`src/rtl/pcie_tl_pkg.sv`:
```
// Shared definitions for the transaction-layer switch.
//   - tl_state_e : control FSM encoding (RESET/INIT/IDLE/ACTIVE/ERROR)
//   - ARB_*      : arbitration mode selectors
//   - clog2, vc_lsb, dest_lsb : elaboration-time helpers for field positions
package pcie_tl_pkg;

  typedef enum logic [2:0] {
    ST_RESET  = 3'd0,
    ST_INIT   = 3'd1,
    ST_IDLE   = 3'd2,
    ST_ACTIVE = 3'd3,
    ST_ERROR  = 3'd4
  } tl_state_e;

  localparam int ARB_STRICT = 0;  // lowest-index eligible VC wins
  localparam int ARB_RR     = 1;  // round-robin from the rotating pointer

  function automatic int clog2(input int value);
    int r;
    int v;
    r = 0;
    v = value - 1;
    while (v > 0) begin
      r = r + 1;
      v = v >> 1;
    end
    return r;
  endfunction

  // VC field occupies the MSBs of a word.
  function automatic int vc_lsb(input int data_width, input int num_vc);
    return data_width - clog2(num_vc);
  endfunction

  // Destination field sits directly below the VC field.
  function automatic int dest_lsb(input int data_width, input int num_vc, input int num_dest);
    return data_width - clog2(num_vc) - clog2(num_dest);
  endfunction

endpackage

```
`src/rtl/pcie_tl_switch_n_fifo_fwft.sv`:
```
// First-word-fall-through FIFO used by every stage of the switch.
// The head word is combinationally visible on `head` whenever the FIFO is
// non-empty. A push while full is accepted only if a pop happens in the same
// cycle, so the occupancy never exceeds DEPTH.
// Ports:
//   clk, reset (async, active-low)
//   push/data_in  : write request and word
//   pop           : read request (ignored when empty)
//   head          : current head word
//   full/empty    : occupancy flags
//   count         : occupancy, 0..DEPTH
module fifo_fwft #(
  parameter int DATA_WIDTH    = 6,
  parameter int ADDRESS_WIDTH = 2
) (
  input  logic                     clk,
  input  logic                     reset,
  input  logic                     push,
  input  logic                     pop,
  input  logic [DATA_WIDTH-1:0]    data_in,
  output logic [DATA_WIDTH-1:0]    head,
  output logic                     full,
  output logic                     empty,
  output logic [ADDRESS_WIDTH:0]   count
);

  localparam int DEPTH = 1 << ADDRESS_WIDTH;

  logic [DATA_WIDTH-1:0]    mem [DEPTH];
  logic [ADDRESS_WIDTH-1:0] wr_ptr_reg;
  logic [ADDRESS_WIDTH-1:0] rd_ptr_reg;
  logic [ADDRESS_WIDTH:0]   count_reg;
  logic                     do_push;
  logic                     do_pop;

  assign empty   = (count_reg == '0);
  // Occupancy tops out at exactly 2**ADDRESS_WIDTH, so the MSB alone means full.
  assign full    = count_reg[ADDRESS_WIDTH];
  assign count   = count_reg;
  assign head    = mem[rd_ptr_reg];
  assign do_pop  = pop && !empty;
  assign do_push = push && (!full || do_pop);

  always_ff @(posedge clk or negedge reset) begin
    if (!reset) begin
      wr_ptr_reg <= '0;
      rd_ptr_reg <= '0;
      count_reg  <= '0;
    end else begin
      if (do_push) wr_ptr_reg <= wr_ptr_reg + 1'b1;
      if (do_pop)  rd_ptr_reg <= rd_ptr_reg + 1'b1;
      case ({do_push, do_pop})
        2'b10:   count_reg <= count_reg + 1'b1;
        2'b01:   count_reg <= count_reg - 1'b1;
        default: count_reg <= count_reg;
      endcase
    end
  end

  // Storage needs no reset: a flush just rewinds the pointers.
  always_ff @(posedge clk) begin
    if (do_push) mem[wr_ptr_reg] <= data_in;
  end

endmodule

```
`src/rtl/pcie_tl_switch_n.sv`:
```
// Transaction-layer switch: main FIFO -> demux into NUM_VC VC FIFOs ->
// arbiter -> NUM_DEST destination FIFOs, sequenced by a control FSM.
// Ports:
//   clk, reset (async, active-low)
//   init                 : hold in INIT and latch the three thresholds
//   wr_enable, data_in   : push into main FIFO (IDLE/ACTIVE only)
//   umbral_MFs/VCs/Ds    : high watermarks for main / VC / dest FIFOs
//   D_pop                : per-destination pop request
//   data_out_D           : per-destination registered output word
//   empty_fifo_D         : per-destination empty flag
//   error_out            : sticky overflow flag
//   active_out, idle_out : registered FSM decodes
//   state_out            : present FSM state
module pcie_tl_switch_n
  import pcie_tl_pkg::*;
#(
  parameter int DATA_WIDTH    = 6,
  parameter int ADDRESS_WIDTH = 2,
  parameter int NUM_VC        = 2,
  parameter int NUM_DEST      = 2,
  parameter int ARB_MODE      = 0
) (
  input  logic                           clk,
  input  logic                           reset,
  input  logic                           init,
  input  logic                           wr_enable,
  input  logic [DATA_WIDTH-1:0]          data_in,
  input  logic [ADDRESS_WIDTH:0]         umbral_MFs,
  input  logic [ADDRESS_WIDTH:0]         umbral_VCs,
  input  logic [ADDRESS_WIDTH:0]         umbral_Ds,
  input  logic [NUM_DEST-1:0]            D_pop,
  output logic [NUM_DEST*DATA_WIDTH-1:0] data_out_D,
  output logic [NUM_DEST-1:0]            empty_fifo_D,
  output logic                           error_out,
  output logic                           active_out,
  output logic                           idle_out,
  output logic [2:0]                     state_out
);

  localparam int DEPTH     = 1 << ADDRESS_WIDTH;
  localparam int VC_BITS   = clog2(NUM_VC);
  localparam int DEST_BITS = clog2(NUM_DEST);
  localparam int VC_LSB    = vc_lsb(DATA_WIDTH, NUM_VC);
  localparam int DEST_LSB  = dest_lsb(DATA_WIDTH, NUM_VC, NUM_DEST);
  localparam logic [ADDRESS_WIDTH:0] DEPTH_C = (ADDRESS_WIDTH+1)'(DEPTH);

  if (DATA_WIDTH < VC_BITS + DEST_BITS) begin : g_bad_fields
    $error("DATA_WIDTH too small for VC and destination fields");
  end

  // ---------------- control state ----------------
  tl_state_e              state_reg, state_next;
  logic                   active_reg, idle_reg, error_reg;
  logic [ADDRESS_WIDTH:0] mf_thr_reg, vc_thr_reg, d_thr_reg;
  logic [ADDRESS_WIDTH:0] vc_lim, d_lim;
  logic                   run;

  assign run    = (state_reg == ST_IDLE) || (state_reg == ST_ACTIVE);
  // A threshold above the physical depth behaves as the depth.
  assign vc_lim = (vc_thr_reg < DEPTH_C) ? vc_thr_reg : DEPTH_C;
  assign d_lim  = (d_thr_reg  < DEPTH_C) ? d_thr_reg  : DEPTH_C;

  // ---------------- main FIFO ----------------
  logic                   main_push, main_pop, main_full, main_empty;
  logic [DATA_WIDTH-1:0]  main_head;
  logic [ADDRESS_WIDTH:0] main_count;
  logic [VC_BITS-1:0]     main_vc;
  logic                   overflow;

  assign main_push = run && wr_enable;
  assign overflow  = main_push && main_full && !main_pop;
  assign main_vc   = main_head[VC_LSB +: VC_BITS];

  fifo_fwft #(.DATA_WIDTH(DATA_WIDTH), .ADDRESS_WIDTH(ADDRESS_WIDTH)) u_main_fifo (
    .clk(clk), .reset(reset), .push(main_push), .pop(main_pop), .data_in(data_in),
    .head(main_head), .full(main_full), .empty(main_empty), .count(main_count)
  );

  // ---------------- VC FIFOs ----------------
  logic [NUM_VC-1:0]      vc_push, vc_pop, vc_full, vc_empty, eligible;
  logic [DATA_WIDTH-1:0]  vc_head  [NUM_VC];
  logic [ADDRESS_WIDTH:0] vc_count [NUM_VC];
  logic [DEST_BITS-1:0]   vc_dest  [NUM_VC];

  // ---------------- destination FIFOs ----------------
  logic [NUM_DEST-1:0]    d_push, d_pop, d_full, d_empty;
  logic [DATA_WIDTH-1:0]  d_head   [NUM_DEST];
  logic [ADDRESS_WIDTH:0] d_count  [NUM_DEST];
  logic [DATA_WIDTH-1:0]  data_out_reg [NUM_DEST];
  logic [DATA_WIDTH-1:0]  win_data;

  genvar gi;
  generate
    for (gi = 0; gi < NUM_VC; gi++) begin : g_vc
      fifo_fwft #(.DATA_WIDTH(DATA_WIDTH), .ADDRESS_WIDTH(ADDRESS_WIDTH)) u_vc_fifo (
        .clk(clk), .reset(reset), .push(vc_push[gi]), .pop(vc_pop[gi]), .data_in(main_head),
        .head(vc_head[gi]), .full(vc_full[gi]), .empty(vc_empty[gi]), .count(vc_count[gi])
      );
      assign vc_dest[gi]  = vc_head[gi][DEST_LSB +: DEST_BITS];
      assign eligible[gi] = run && !vc_empty[gi] && !d_full[vc_dest[gi]]
                            && (d_count[vc_dest[gi]] < d_lim);
    end

    for (gi = 0; gi < NUM_DEST; gi++) begin : g_dest
      fifo_fwft #(.DATA_WIDTH(DATA_WIDTH), .ADDRESS_WIDTH(ADDRESS_WIDTH)) u_dest_fifo (
        .clk(clk), .reset(reset), .push(d_push[gi]), .pop(d_pop[gi]), .data_in(win_data),
        .head(d_head[gi]), .full(d_full[gi]), .empty(d_empty[gi]), .count(d_count[gi])
      );
      // Pops are honoured in every state except RESET, ERROR included.
      assign d_pop[gi] = D_pop[gi] && (state_reg != ST_RESET);

      always_ff @(posedge clk or negedge reset) begin
        if (!reset)                        data_out_reg[gi] <= '0;
        else if (d_pop[gi] && !d_empty[gi]) data_out_reg[gi] <= d_head[gi];
      end

      assign data_out_D[gi*DATA_WIDTH +: DATA_WIDTH] = data_out_reg[gi];
      assign empty_fifo_D[gi] = d_empty[gi];
    end
  endgenerate

  // Demux: a blocked head stalls the whole main FIFO (no bypass).
  always_comb begin
    main_pop = 1'b0;
    vc_push  = '0;
    if (run && !main_empty && !vc_full[main_vc] && (vc_count[main_vc] < vc_lim)) begin
      main_pop         = 1'b1;
      vc_push[main_vc] = 1'b1;
    end
  end

  // Arbiter: scan from base (0 in strict mode, rr_ptr in round-robin).
  logic [VC_BITS-1:0] rr_ptr_reg, base, idx, winner;
  logic               grant;

  always_comb begin
    base   = (ARB_MODE == ARB_RR) ? rr_ptr_reg : '0;
    idx    = '0;
    winner = '0;
    grant  = 1'b0;
    for (int i = 0; i < NUM_VC; i++) begin
      idx = base + VC_BITS'(i);
      if (!grant && eligible[idx]) begin
        grant  = 1'b1;
        winner = idx;
      end
    end
  end

  always_comb begin
    vc_pop   = '0;
    d_push   = '0;
    win_data = vc_head[winner];
    if (grant) begin
      vc_pop[winner]          = 1'b1;
      d_push[vc_dest[winner]] = 1'b1;
    end
  end

  always_ff @(posedge clk or negedge reset) begin
    if (!reset)     rr_ptr_reg <= '0;
    else if (grant) rr_ptr_reg <= winner + 1'b1;
  end

  // ---------------- FSM ----------------
  logic any_busy, mf_hold;

  assign any_busy = !main_empty || !(&vc_empty) || !(&d_empty);
  // Main occupancy at/above its watermark only keeps the switch ACTIVE.
  assign mf_hold  = !main_empty && (main_count >= mf_thr_reg);

  always_comb begin
    state_next = state_reg;
    case (state_reg)
      ST_RESET: state_next = ST_INIT;
      ST_INIT:  state_next = init ? ST_INIT : ST_IDLE;
      ST_IDLE, ST_ACTIVE: begin
        if (overflow)                             state_next = ST_ERROR;
        else if (init)                            state_next = ST_INIT;
        else if (any_busy || wr_enable || mf_hold) state_next = ST_ACTIVE;
        else                                      state_next = ST_IDLE;
      end
      ST_ERROR: state_next = ST_ERROR;
      default:  state_next = ST_RESET;
    endcase
  end

  // Decoded outputs are registered from the next state so they line up
  // with state_reg on the same edge.
  always_ff @(posedge clk or negedge reset) begin
    if (!reset) begin
      state_reg  <= ST_RESET;
      active_reg <= 1'b0;
      idle_reg   <= 1'b0;
      error_reg  <= 1'b0;
      mf_thr_reg <= DEPTH_C;
      vc_thr_reg <= DEPTH_C;
      d_thr_reg  <= DEPTH_C;
    end else begin
      state_reg  <= state_next;
      active_reg <= (state_next == ST_ACTIVE);
      idle_reg   <= (state_next == ST_IDLE);
      error_reg  <= error_reg || (state_next == ST_ERROR);
      if (state_reg == ST_INIT) begin
        mf_thr_reg <= umbral_MFs;
        vc_thr_reg <= umbral_VCs;
        d_thr_reg  <= umbral_Ds;
      end
    end
  end

  assign state_out  = state_reg;
  assign active_out = active_reg;
  assign idle_out   = idle_reg;
  assign error_out  = error_reg;

endmodule

```
`config.mk`:
```
export PLATFORM = sky130hd
export DESIGN_NAME = pcie_tl_switch_n
export DESIGN_NICKNAME = d
export VERILOG_FILES = /design/src/rtl/pcie_tl_pkg.sv /design/src/rtl/pcie_tl_switch_n_fifo_fwft.sv /design/src/rtl/pcie_tl_switch_n.sv
export SDC_FILE = /design/constraint.sdc
export NUM_CORES = 1
export LEC_CHECK = 0
export CAP_MARGIN = 0
export CORE_ASPECT_RATIO = 1.1
export CORE_MARGIN = 10
export CORE_UTILIZATION = 66
export CTS_BUF_LIST = sky130_fd_sc_hd__clkbuf_4 sky130_fd_sc_hd__clkbuf_8
export CTS_CLUSTER_SIZE = 28
export DETAILED_ROUTE_END_ITERATION = 16
export PLACE_DENSITY_LB_ADDON = 0.1
export SYNTH_ARGS = -nofsm -noshare
export SYNTH_HDL_FRONTEND = slang
export SYNTH_SLANG_ARGS = --single-unit
export TNS_END_PERCENT = 10
```
`constraint.sdc`:
```
create_clock -name clk -period 11.99 [get_ports clk]
set_clock_uncertainty 0.05 [all_clocks]
set_input_delay 1.199 -clock clk [delete_from_list [all_inputs] [get_ports clk]]
set_output_delay 1.199 -clock clk [all_outputs]
set_load 0.05 [all_outputs]
```
==> results_dict.tcl, run 1 <==
set metrics [dict create \
    remaining_drc_errors 0 \
    seq_area_um2 5080 \
    numCtsBuffers 17 \
    grt_overflow 0 \
    crit_chain "mux4_2, mux2i_1, inv_1, ha_1, nor3b_1, or4b_4, and3_4, a2111o_1, and2_1, ha_1, inv_1, fa_1, xor2_1, nor2_1, xor2_1" \
    synth_area_um2 7880 \
    synth.most_common_cell "edfxtp_1" \
    r2r_end "g_dest[1].u_dest_fifo.count[2]$_DFFE_PN0P_" \
    p_per_area_nw_per_um2 262 \
    drive_above_1_share_pct 15.8 \
    startpoint "g_vc[1].u_vc_fifo.rd_ptr_reg[0]$_DFFE_PN0P_" \
    start_util_pct 68.0 \
    synth_cell_type_count 54 \
    min_period_over_period_pct 39.0 \
    cts_tree "yes" \
    ys_seq_elements 179 \
    multiInputGateArea_um2 2550 \
    slowest_delay_ns 0.69 \
    die_w_um 124 \
    finalCoreUtilization_pct 75.2 \
    hold_viol 0 \
    routed_wl_um 13100 \
    yosysSeqAreaShare_pct 64.5 \
    worst_pin_slew_ns 1.10 \
    vias 4123 \
    r2r_start "g_vc[1].u_vc_fifo.rd_ptr_reg[0]$_DFFE_PN0P_" \
    track_usage_pct 16.4 \
    drt_iter0_drc 260 \
    hpwlAfterDp_um 9530 \
    yosys_warnings 0 \
    synthTopCellsByCount "120 x edfxtp_1, 57 x dfrtp_1, 40 x inv_1" \
    tns_ns 0 \
    cp_slowest_cell "mux4_2" \
    num_rows 41 \
    die_h_um 135 \
    yosysTopAreaCell "edfxtp_1" \
    worst-endpoint-required_ns 12.26 \
    cp-start-kind "register" \
    synth.area.top_cells "edfxtp_1 46%, dfrtp_1 18%, mux4_2 7.1%" \
    async_flop_share_pct 33.0 \
    layout_min_cycle_time_ns 4.68 \
    dr.pass1.iters 5 \
    clk_transition_reported_paths_ns 0.09 \
    clk_path_buf_depth 2 \
    syn_nets 555 \
    crit_family "simple AND/OR/NAND/NOR gates" \
    cts-root-buf "clkbuf_8" \
    diodes 0 \
    outcome "finished clean" \
    syn_to_final_growth_pct 10.6 \
    cp-end-kind "register" \
    drv_slew 0 \
    cap_violations 0 \
    grt_max_degree 44 \
    crit_fanout 9 \
    synth_edf_count 120 \
    ioPinCount 41 \
    place.port_buffers 37 \
    fmax_mhz 214 \
    gp_congestion 0.829 \
    fillCellCount 740 \
    critical_path_depth 15 \
    synth_cells 498 \
    ant_nets 0 \
    antenna_found_initial 0 \
    slew_headroom_pct 26.2 \
    cts_hold_buf 0 \
    reg_top3 "g_dest.u_dest_fifo.mem x48, g_vc.u_vc_fifo.mem x48, u_main_fifo.mem x24" \
    synth_top_area_share_pct 45.7 \
    synthFlopType "edfxtp_1" \
    ir_drop_mv 0.128 \
    cp-endpoint "g_dest[1].u_dest_fifo.count[2]$_DFFE_PN0P_" \
    post_synth.cell_area_avg_um2 15.8 \
    cts_num_sinks 179 \
    htree_levels 4 \
    via_per_inst 5.90 \
    ctsResizeCount 0 \
    layout.nets 593 \
    cts_setup_buffers 0 \
    die-area_um2 16700 \
    p_leak_nw 3.23 \
    finalSetupViolCount 0 \
    grt_pass1_wl_um 22200 \
    r2r_setup_slack_ns 7.31 \
    insertion_delay_ns 0.44 \
    hp-class "register to register" \
    grt_pass1_vias 4407 \
    worstRegToRegCells 15 \
    core_area_um2 11600 \
    wl_per_cell_um 18.7 \
    rsz0062_at_grt "false" \
    arrival_ns 4.95 \
    cp_num_buf_inv 2 \
    critPathKind "register to register" \
]
-- layer usage --
metal / up-vias / part of all wire (%) / routed length (µm) / GRT usage (%)
met5: - / 0 / 0 / 0
met3: 13 / 3.8 / 491 / 3.99
met2: 81 / 56 / 7320 / 29.7
li1: 1916 / - / - / -
met4: 0 / 1.2 / 151 / 5.89
met1: 2113 / 39 / 5110 / 18.6
-- kinds of logic after synthesis --
family          share of synthesized area [%]
buf+inv                                  3.17
simple gates                             6.21
fa+ha+maj                                6.19
flops                                    64.5
xor+xnor                                 3.11
mux                                      12.8
compound gates                           4.08
-- layout by cell type, fill, tap and decap left out, types with 2 or more instances in the layout --
| cell type | n |
|---|---|
| edfxtp_1 | 120 |
| dfrtp_1 | 57 |
| inv_1 | 40 |
| clkdlybuf4s50_1 | 36 |
| ha_1 | 31 |
| mux4_2 | 25 |
| mux2_2 | 25 |
| nand2_1 | 23 |
| clkbuf_8 | 17 |
| xnor2_1 | 15 |
| o21ai_0 | 14 |
| nor2_1 | 14 |
| xor2_1 | 13 |
| and2_1 | 11 |
| nor3_1 | 10 |
| or3_1 | 6 |
| and3_1 | 6 |
| nand3_1 | 5 |
| mux4_1 | 5 |
| fa_1 | 5 |
| clkinv_1 | 5 |
| a21oi_1 | 4 |
| a21boi_1 | 4 |
| a21boi_0 | 4 |
| a211oi_1 | 4 |
| nor2b_1 | 3 |
| nor3b_1 | 3 |
| mux2i_1 | 3 |
| a311o_1 | 3 |
| clkinvlp_4 | 3 |
| nand4_1 | 2 |
| nand3b_1 | 2 |
| clkinv_4 | 2 |
| inv_6 | 2 |
| dfstp_2 | 2 |
-- worst min path at each step --
stage,startpoint,endpoint,slack (ns),cells past startpoint
after CTS,g_vc[0].u_vc_fifo.count[2]$_DFFE_PN0P_,g_vc[0].u_vc_fifo.count[2]$_DFFE_PN0P_,0.45,1
after global placement,g_vc[0].u_vc_fifo.count[2]$_DFFE_PN0P_,g_vc[0].u_vc_fifo.count[2]$_DFFE_PN0P_,0.42,1
after floorplan,g_vc[0].u_vc_fifo.count[2]$_DFFE_PN0P_,g_vc[0].u_vc_fifo.count[2]$_DFFE_PN0P_,0.40,1
after detailed placement,g_vc[0].u_vc_fifo.count[2]$_DFFE_PN0P_,g_vc[0].u_vc_fifo.count[2]$_DFFE_PN0P_,0.44,1
after global routing,data_out_D[8]$_DFFE_PN0P_,data_out_D[8]$_DFFE_PN0P_,0.47,1
final,g_vc[0].u_vc_fifo.count[2]$_DFFE_PN0P_,g_vc[0].u_vc_fifo.count[2]$_DFFE_PN0P_,0.46,1
-- area by class of cell --
type	count	area share, %
sequential	179	58.3
multi-input combinational	259	29.3
timing repair buffer	38	4.28
clock buffer	17	2.68
tap	150	2.15
inverter	41	1.77
clock inverter	15	1.54
-- per-stage QoR --
step	power [mW]	hold WS [ns]	setup WS [ns]	cells	instance area, µm²
2_1_floorplan	1.68	0.401	7.82	498	7880
3_3_place_gp	1.88	0.417	7.46	667	8350
3_5_place_dp	1.93	0.436	7.31	667	8350
4_1_cts	2.30	0.449	7.29	699	8710
5_1_grt	2.44	0.473	6.97	699	8710
6_report	2.28	0.457	7.31	699	8710
-- report_power, final --
group,total [mW],switching [mW],internal (mW),leakage (nW)
Sequential,1.00,0.142,0.859,1.78
Combinational,0.905,0.516,0.389,1.28
Clock,0.375,0.210,0.165,0.175
Total,2.28,0.867,1.41,3.23
(Power assumes the default switching activity.)
==> inputs of run 2 (changes only) <==
- CORE_UTILIZATION: 66 -> 62
- clock period: 11.99 -> 4.5 ns (I/O delays scaled with it)
==> results_dict.tcl, run 2 (synthesis results as in run 1) <==
set metrics [dict create \
    cts_setup_buffers 0 \
    wl_per_cell_um 18.5 \
    layout_common_cells "120 x edfxtp_1, 57 x dfrtp_1, 40 x inv_1" \
    cp-start-kind "register" \
    drv_slew 0 \
    drt_iter0_drc 273 \
    syn_to_final_growth_pct 13.1 \
    worstRegToRegCells 13 \
    worst_pin_slew_ns 1.11 \
    cp-endpoint "g_dest[1].u_dest_fifo.count[1]$_DFFE_PN0P_" \
    via_per_inst 5.71 \
    outcome "finished clean" \
    cts_hold_buf 0 \
    startpoint "g_vc[1].u_vc_fifo.rd_ptr_reg[0]$_DFFE_PN0P_" \
    tns_ns 0 \
    crit_family "simple AND/OR/NAND/NOR gates" \
    routed_wl_um 13400 \
    place.port_buffers 37 \
    slew_headroom_pct 25.1 \
    p_per_area_nw_per_um2 704 \
    critical_path_depth 13 \
    ctsResizeCount 0 \
    final_common_cell "edfxtp_1" \
    cts-root-buf "clkbuf_8" \
    grt_pass1_wl_um 22600 \
    worst-endpoint-required_ns 4.82 \
    die_h_um 138 \
    critPathKind "register to register" \
    grt_max_degree 60 \
    r2r_setup_slack_ns 0.38 \
    insertion_delay_ns 0.45 \
    grt_pass1_vias 4464 \
    num_rows 43 \
    core_area_um2 12500 \
    hold_viol 0 \
    fin_hold_ws_ns 0.105 \
    vias 4140 \
    ioPinCount 41 \
    crit_fanout 9 \
    die_w_um 128 \
    min_period_over_period_pct 91.6 \
    die-area_um2 17600 \
    cts_tree "yes" \
    fmax_mhz 242 \
    arrival_ns 4.45 \
    ant_nets 0 \
    drive_above_1_share_pct 19.5 \
    start_util_pct 62.9 \
    diodes 0 \
    cts_num_sinks 179 \
    slowest_delay_ns 0.62 \
    p_leak_nw 3.37 \
    grt_overflow 0 \
    r2r_start "g_vc[1].u_vc_fifo.rd_ptr_reg[0]$_DFFE_PN0P_" \
    layout.nets 612 \
    hp-class "input pin to asynchronous set/reset pin" \
    cp-end-kind "register" \
    remaining_drc_errors 0 \
    clk_transition_reported_paths_ns 0.10 \
    track_usage_pct 16.0 \
    r2r_end "g_dest[1].u_dest_fifo.count[1]$_DFFE_PN0P_" \
    finalSetupViolCount 0 \
    htree_levels 4 \
    reg_top3 "g_dest.u_dest_fifo.mem x48, g_vc.u_vc_fifo.mem x48, u_main_fifo.mem x24" \
    clk_path_buf_depth 2 \
    numCtsBuffers 17 \
    rsz0062_at_grt "false" \
    crit_chain "mux4_2, nand2_1, o21ai_0, ha_1, or4b_1, or4b_4, and3_4, a2111o_1, and2_1, ha_1, inv_1, fa_1, o21ai_0" \
    cp_num_buf_inv 1 \
    ir_drop_mv 0.419 \
    cap_violations 0 \
    layout_min_cycle_time_ns 4.12 \
    cp_slowest_cell "mux4_2" \
    hpwlAfterDp_um 9850 \
    gp_congestion 0.779 \
    dr.pass1.iters 5 \
    antenna_found_initial 0 \
]
==> run 2: how the worst min path moves through the flow <==
| stage | from | endpoint | slack (ns) | cells past startpoint |
|---|---|---|---|---|
| 6_report | reset | g_dest[0].u_dest_fifo.rd_ptr_reg[1]$_DFFE_PN0P_ | 0.10 | 2 |
| 5_1_grt | reset | g_dest[0].u_dest_fifo.rd_ptr_reg[1]$_DFFE_PN0P_ | 0.16 | 2 |
| 4_1_cts | reset | g_dest[0].u_dest_fifo.rd_ptr_reg[1]$_DFFE_PN0P_ | 0.11 | 2 |
| 3_5_place_dp | g_vc[0].u_vc_fifo.count[2]$_DFFE_PN0P_ | g_vc[0].u_vc_fifo.count[2]$_DFFE_PN0P_ | 0.43 | 1 |
| 3_3_place_gp | g_vc[0].u_vc_fifo.count[2]$_DFFE_PN0P_ | g_vc[0].u_vc_fifo.count[2]$_DFFE_PN0P_ | 0.42 | 1 |
| 2_1_floorplan | reset | active_out$_DFF_PN0_ | 0.10 | 0 |
==> run 2: metal layers <==
layer	track usage, %	part of all wire, %	up-vias
met3	3.56	3.1	10
met1	18.8	41	2108
met4	5.46	1.1	0
met2	28.1	55	66
met5	0	0	-
li1	-	-	1956
==> run 2: final cells by class <==
class                   count  area [µm²]
repair buffers             57         515
multi-input cells         259        2550
flip-flops and latches    179        5080
clock inverters            13         164
fillers                   839        3620
inverters                  41         154
well taps                 157         196
clock buffers              19         255
==> run 2: through the flow <==
step | cell area (µm²) | power [mW] | utilization (%) | cells | worst slack [ns]
finish | 8920 | 6.28 | 71.1 | 725 | 0.376
global route | 8920 | 6.71 | 71.1 | 725 | 0.117
CTS | 8920 | 6.35 | 71.1 | 725 | 0.358
detailed placement | 8500 | 5.22 | 67.8 | 693 | 0.345
global placement | 8500 | 5.08 | 67.8 | 693 | 0.451
floorplan | 7880 | 4.49 | - | 498 | 0.328
==> run 2: worst reg2reg max path, delay by kind of cell, from the launching register on <==
family | cells | cell delay, ns
buffers and inverters | 1 | 0.07
muxes | 1 | 0.62
DFF | 1 | 0.38
and+or+nand+nor | 5 | 1.51
AOI/OAI and AO/OA | 3 | 0.61
adders and majority gates | 3 | 0.81
==> run 2: where the power goes <==
| part | switching, mW | total [mW] | internal (mW) |
|---|---|---|---|
| Sequential | 0.335 | 2.62 | 2.29 |
| Combinational | 1.43 | 2.53 | 1.11 |
| Clock | 0.590 | 1.12 | 0.534 |
==> RTL change, RTL diff (flow settings as in run 2) <==
Put one more register stage on the output `error_out`, without a reset. The value now appears one clock later. The other outputs are not delayed to match.
--- a/src/rtl/pcie_tl_switch_n.sv
+++ b/src/rtl/pcie_tl_switch_n.sv
@@ -214,3 +214,5 @@
   assign idle_out   = idle_reg;
-  assign error_out  = error_reg;
+  always_ff @(posedge clk) begin
+    error_out <= error_reg;
+  end
 
Check against the original RTL: no difference found for any inputs over 4 cycles, from zero or initial values and one cycle with reset low; that may be too few to reach the edited logic, so the function may still have changed.
==> RTL change against run 2 <==
Area after synthesis rose by 0.25%; wire length shrank 3.4%; die area up 0.21%; critical path depth rose by 2; worst setup slack worse by 0.015 ns; sequential cell count grew 1; power decreased by 1.0%; design area is 0.13% lower; critical endpoint is now g_dest[1].u_dest_fifo.count[2]; largest cell class unchanged.
==> RTL change: results (changes against run 2) <==
* Run status: completed (unchanged)
* Pin count of the biggest net entering global routing at 60 (unchanged)
* Place WS at 0.357 ns (was 0.345 ns)
* Port bufs at 37 (unchanged)
* Initial antenna violation count at 0 (unchanged)
* Sequential cell area fraction in the yosys report at 0.646 (was 0.645)
* Relative slew slack at 0.257 (was 0.251)
* HPWL after DPL at 9530 µm (was 9850 µm)
* P_leak at 3.35 nW (was 3.37 nW)
* Worst-Skew Late Latency at around 0.46 ns
* CTS buffer count at 17 (unchanged)
* Clock buffer depth at 2 (unchanged)
* Vias in the first global route at 4444 (was 4464)
* Synth area leaders: edfxtp_1 (46%), dfrtp_1 (18%), mux4_2 (7.1%) (unchanged)
* Vias at 4114 (was 4140)
* Detailed Routing Iterations Pass 1 at 4 (was 5)
* Yosys cell types at 55 (was 54)
* GRT Overall Usage at 0.157 (was 0.160)
* Postcts setup bufs at 0 (unchanged)
* Post-cts sizing count at 0 (unchanged)
* H-tree levels at 4 (unchanged)
* Share of layout cells above drive strength 1 at 0.195 (unchanged)
* N_diodes at 0 (unchanged)
* DR iter-0 viols at 277 (was 273)
* Adder-Cell Fraction of Synth Area at 0.0617 (was 0.0619)
* Critical path data arrival time at 4.43 ns (was 4.45 ns)
* Post-synthesis async set-or-reset flop share at 0.328 (was 0.330)
* Mux share of post-synthesis cell area at 0.127 (was 0.128)
* Synth Area in XOR/XNOR at 0.0310 (was 0.0311)
* Mapped Area at 0.00790 mm² (was 0.00788 mm²)
* YS warnings at 0 (unchanged)
* RePlAce Congestion at 0.777 (was 0.779)
* Final WL at 13000 µm (was 13400 µm)
* Syn_nets at 556 (was 555)
* Internal power at 0.00387 W (was 0.00393 W)
* VDD IR max at 0.414 mV (was 0.419 mV)
* Critical-path maximum fanout at 9 (unchanged)
* First-pass GRT wire length at 22000 µm (was 22600 µm)
* Top flop regs: g_dest.u_dest_fifo.mem: 48 flops, g_vc.u_vc_fifo.mem: 48 flops, u_main_fifo.mem: 24 flops (unchanged)
* Detail Route Antenna Nets at 0 (unchanged)
* EDFF count, synth at 120 (unchanged)
* Top post-synthesis cells by count: edfxtp_1 (120), dfrtp_1 (57), inv_1 (40) (unchanged)
* Worst hold-check path type: input port to asynchronous set/reset pin (unchanged)
* Clock-pin slew on the worst setup and hold paths at 0.09 ns
* Nets at 612 (unchanged)
* Root buf cell: clkbuf_8 (unchanged)
* Top_reg_cell synth: edfxtp_1 (unchanged)
* Compound-Gate Fraction of Synth Area at 0.0407 (was 0.0408)
==> RTL change: cell families after synthesis <==
family                     count (synthesis)
muxes                                     58
and+or+nand+nor                           92
AOI/OAI and AO/OA                         45
xor gates and xnor gates                  28
buffers and inverters                     60
adders and majority gates                 36
DFF                                      180
==> RTL change: final cells by class <==
type / instances / area [µm²]
Multi-Input combinational cell: 259 / 2550
Tap cell: 157 / 196
Sequential cell: 180 / 5100
Inverter: 41 / 154
Timing Repair Buffer: 56 / 508
Clock inverter: 13 / 143
Fill cell: 867 / 3630
Clock buffer: 19 / 249
==> RTL change: layer usage <==
metal,vias up,GRT usage,wire [µm]
met3,13,0.0470,459
met2,58,0.274,6990
li1,1958,-,-
met4,0,0.0516,154
met5,-,0,0
met1,2085,0.180,5350
==> RTL change: worst max-delay path: stages (launching register included) <==
cell      delay (ns)
dfrtp_1         0.38
mux4_2          0.63
nand2_1         0.10
o21ai_0         0.08
ha_1            0.22
or4b_1          0.48
or4b_4          0.53
and3_4          0.21
a2111o_1        0.36
and2_1          0.19
ha_1            0.21
inv_1           0.07
fa_1            0.17
xor2_1          0.14
nor2_1          0.06
xor2_1          0.14
==> RTL change: power by group through the flow <==
| stage | Sequential, W | Clock (W) | Combinational [W] |
|---|---|---|---|
| 3_5_place_dp | 0.00267 | 0 | 0.00254 |
| 2_1_floorplan | 0.00278 | 0 | 0.00172 |
| 6_report | 0.00263 | 0.00106 | 0.00253 |
| 3_3_place_gp | 0.00266 | 0 | 0.00244 |
| 4_1_cts | 0.00264 | 0.00109 | 0.00255 |
| 5_1_grt | 0.00269 | 0.00116 | 0.00280 |
==> RTL change: final timing paths <==
check | from | endpoint | slack [ns] | depth (start not counted)
min in group clk | error_reg | error_out | 0.35 | 0
worst min-delay path | reset | data_out_D[4] | 0.09 | 2
max in group asynchronous | reset | g_vc[1].u_vc_fifo.wr_ptr_reg[0] | 3.80 | 2
worst max register to register | g_vc[1].u_vc_fifo.rd_ptr_reg[0] | g_dest[1].u_dest_fifo.count[2] | 0.36 | 15
worst min register to register | error_reg | error_out | 0.35 | 0
worst max-delay path | g_vc[1].u_vc_fifo.rd_ptr_reg[0] | g_dest[1].u_dest_fifo.count[2] | 0.36 | 15
==> RTL change: metrics by stage <==
step,hold WS (ns),instance area [µm²],power (W),std cells
2_1_floorplan,0.104,7900,0.00450,499
3_3_place_gp,0.322,8510,0.00509,693
3_5_place_dp,0.313,8510,0.00521,693
4_1_cts,0.0910,8900,0.00628,725
5_1_grt,0.127,8910,0.00665,725
6_report,0.0852,8910,0.00622,725
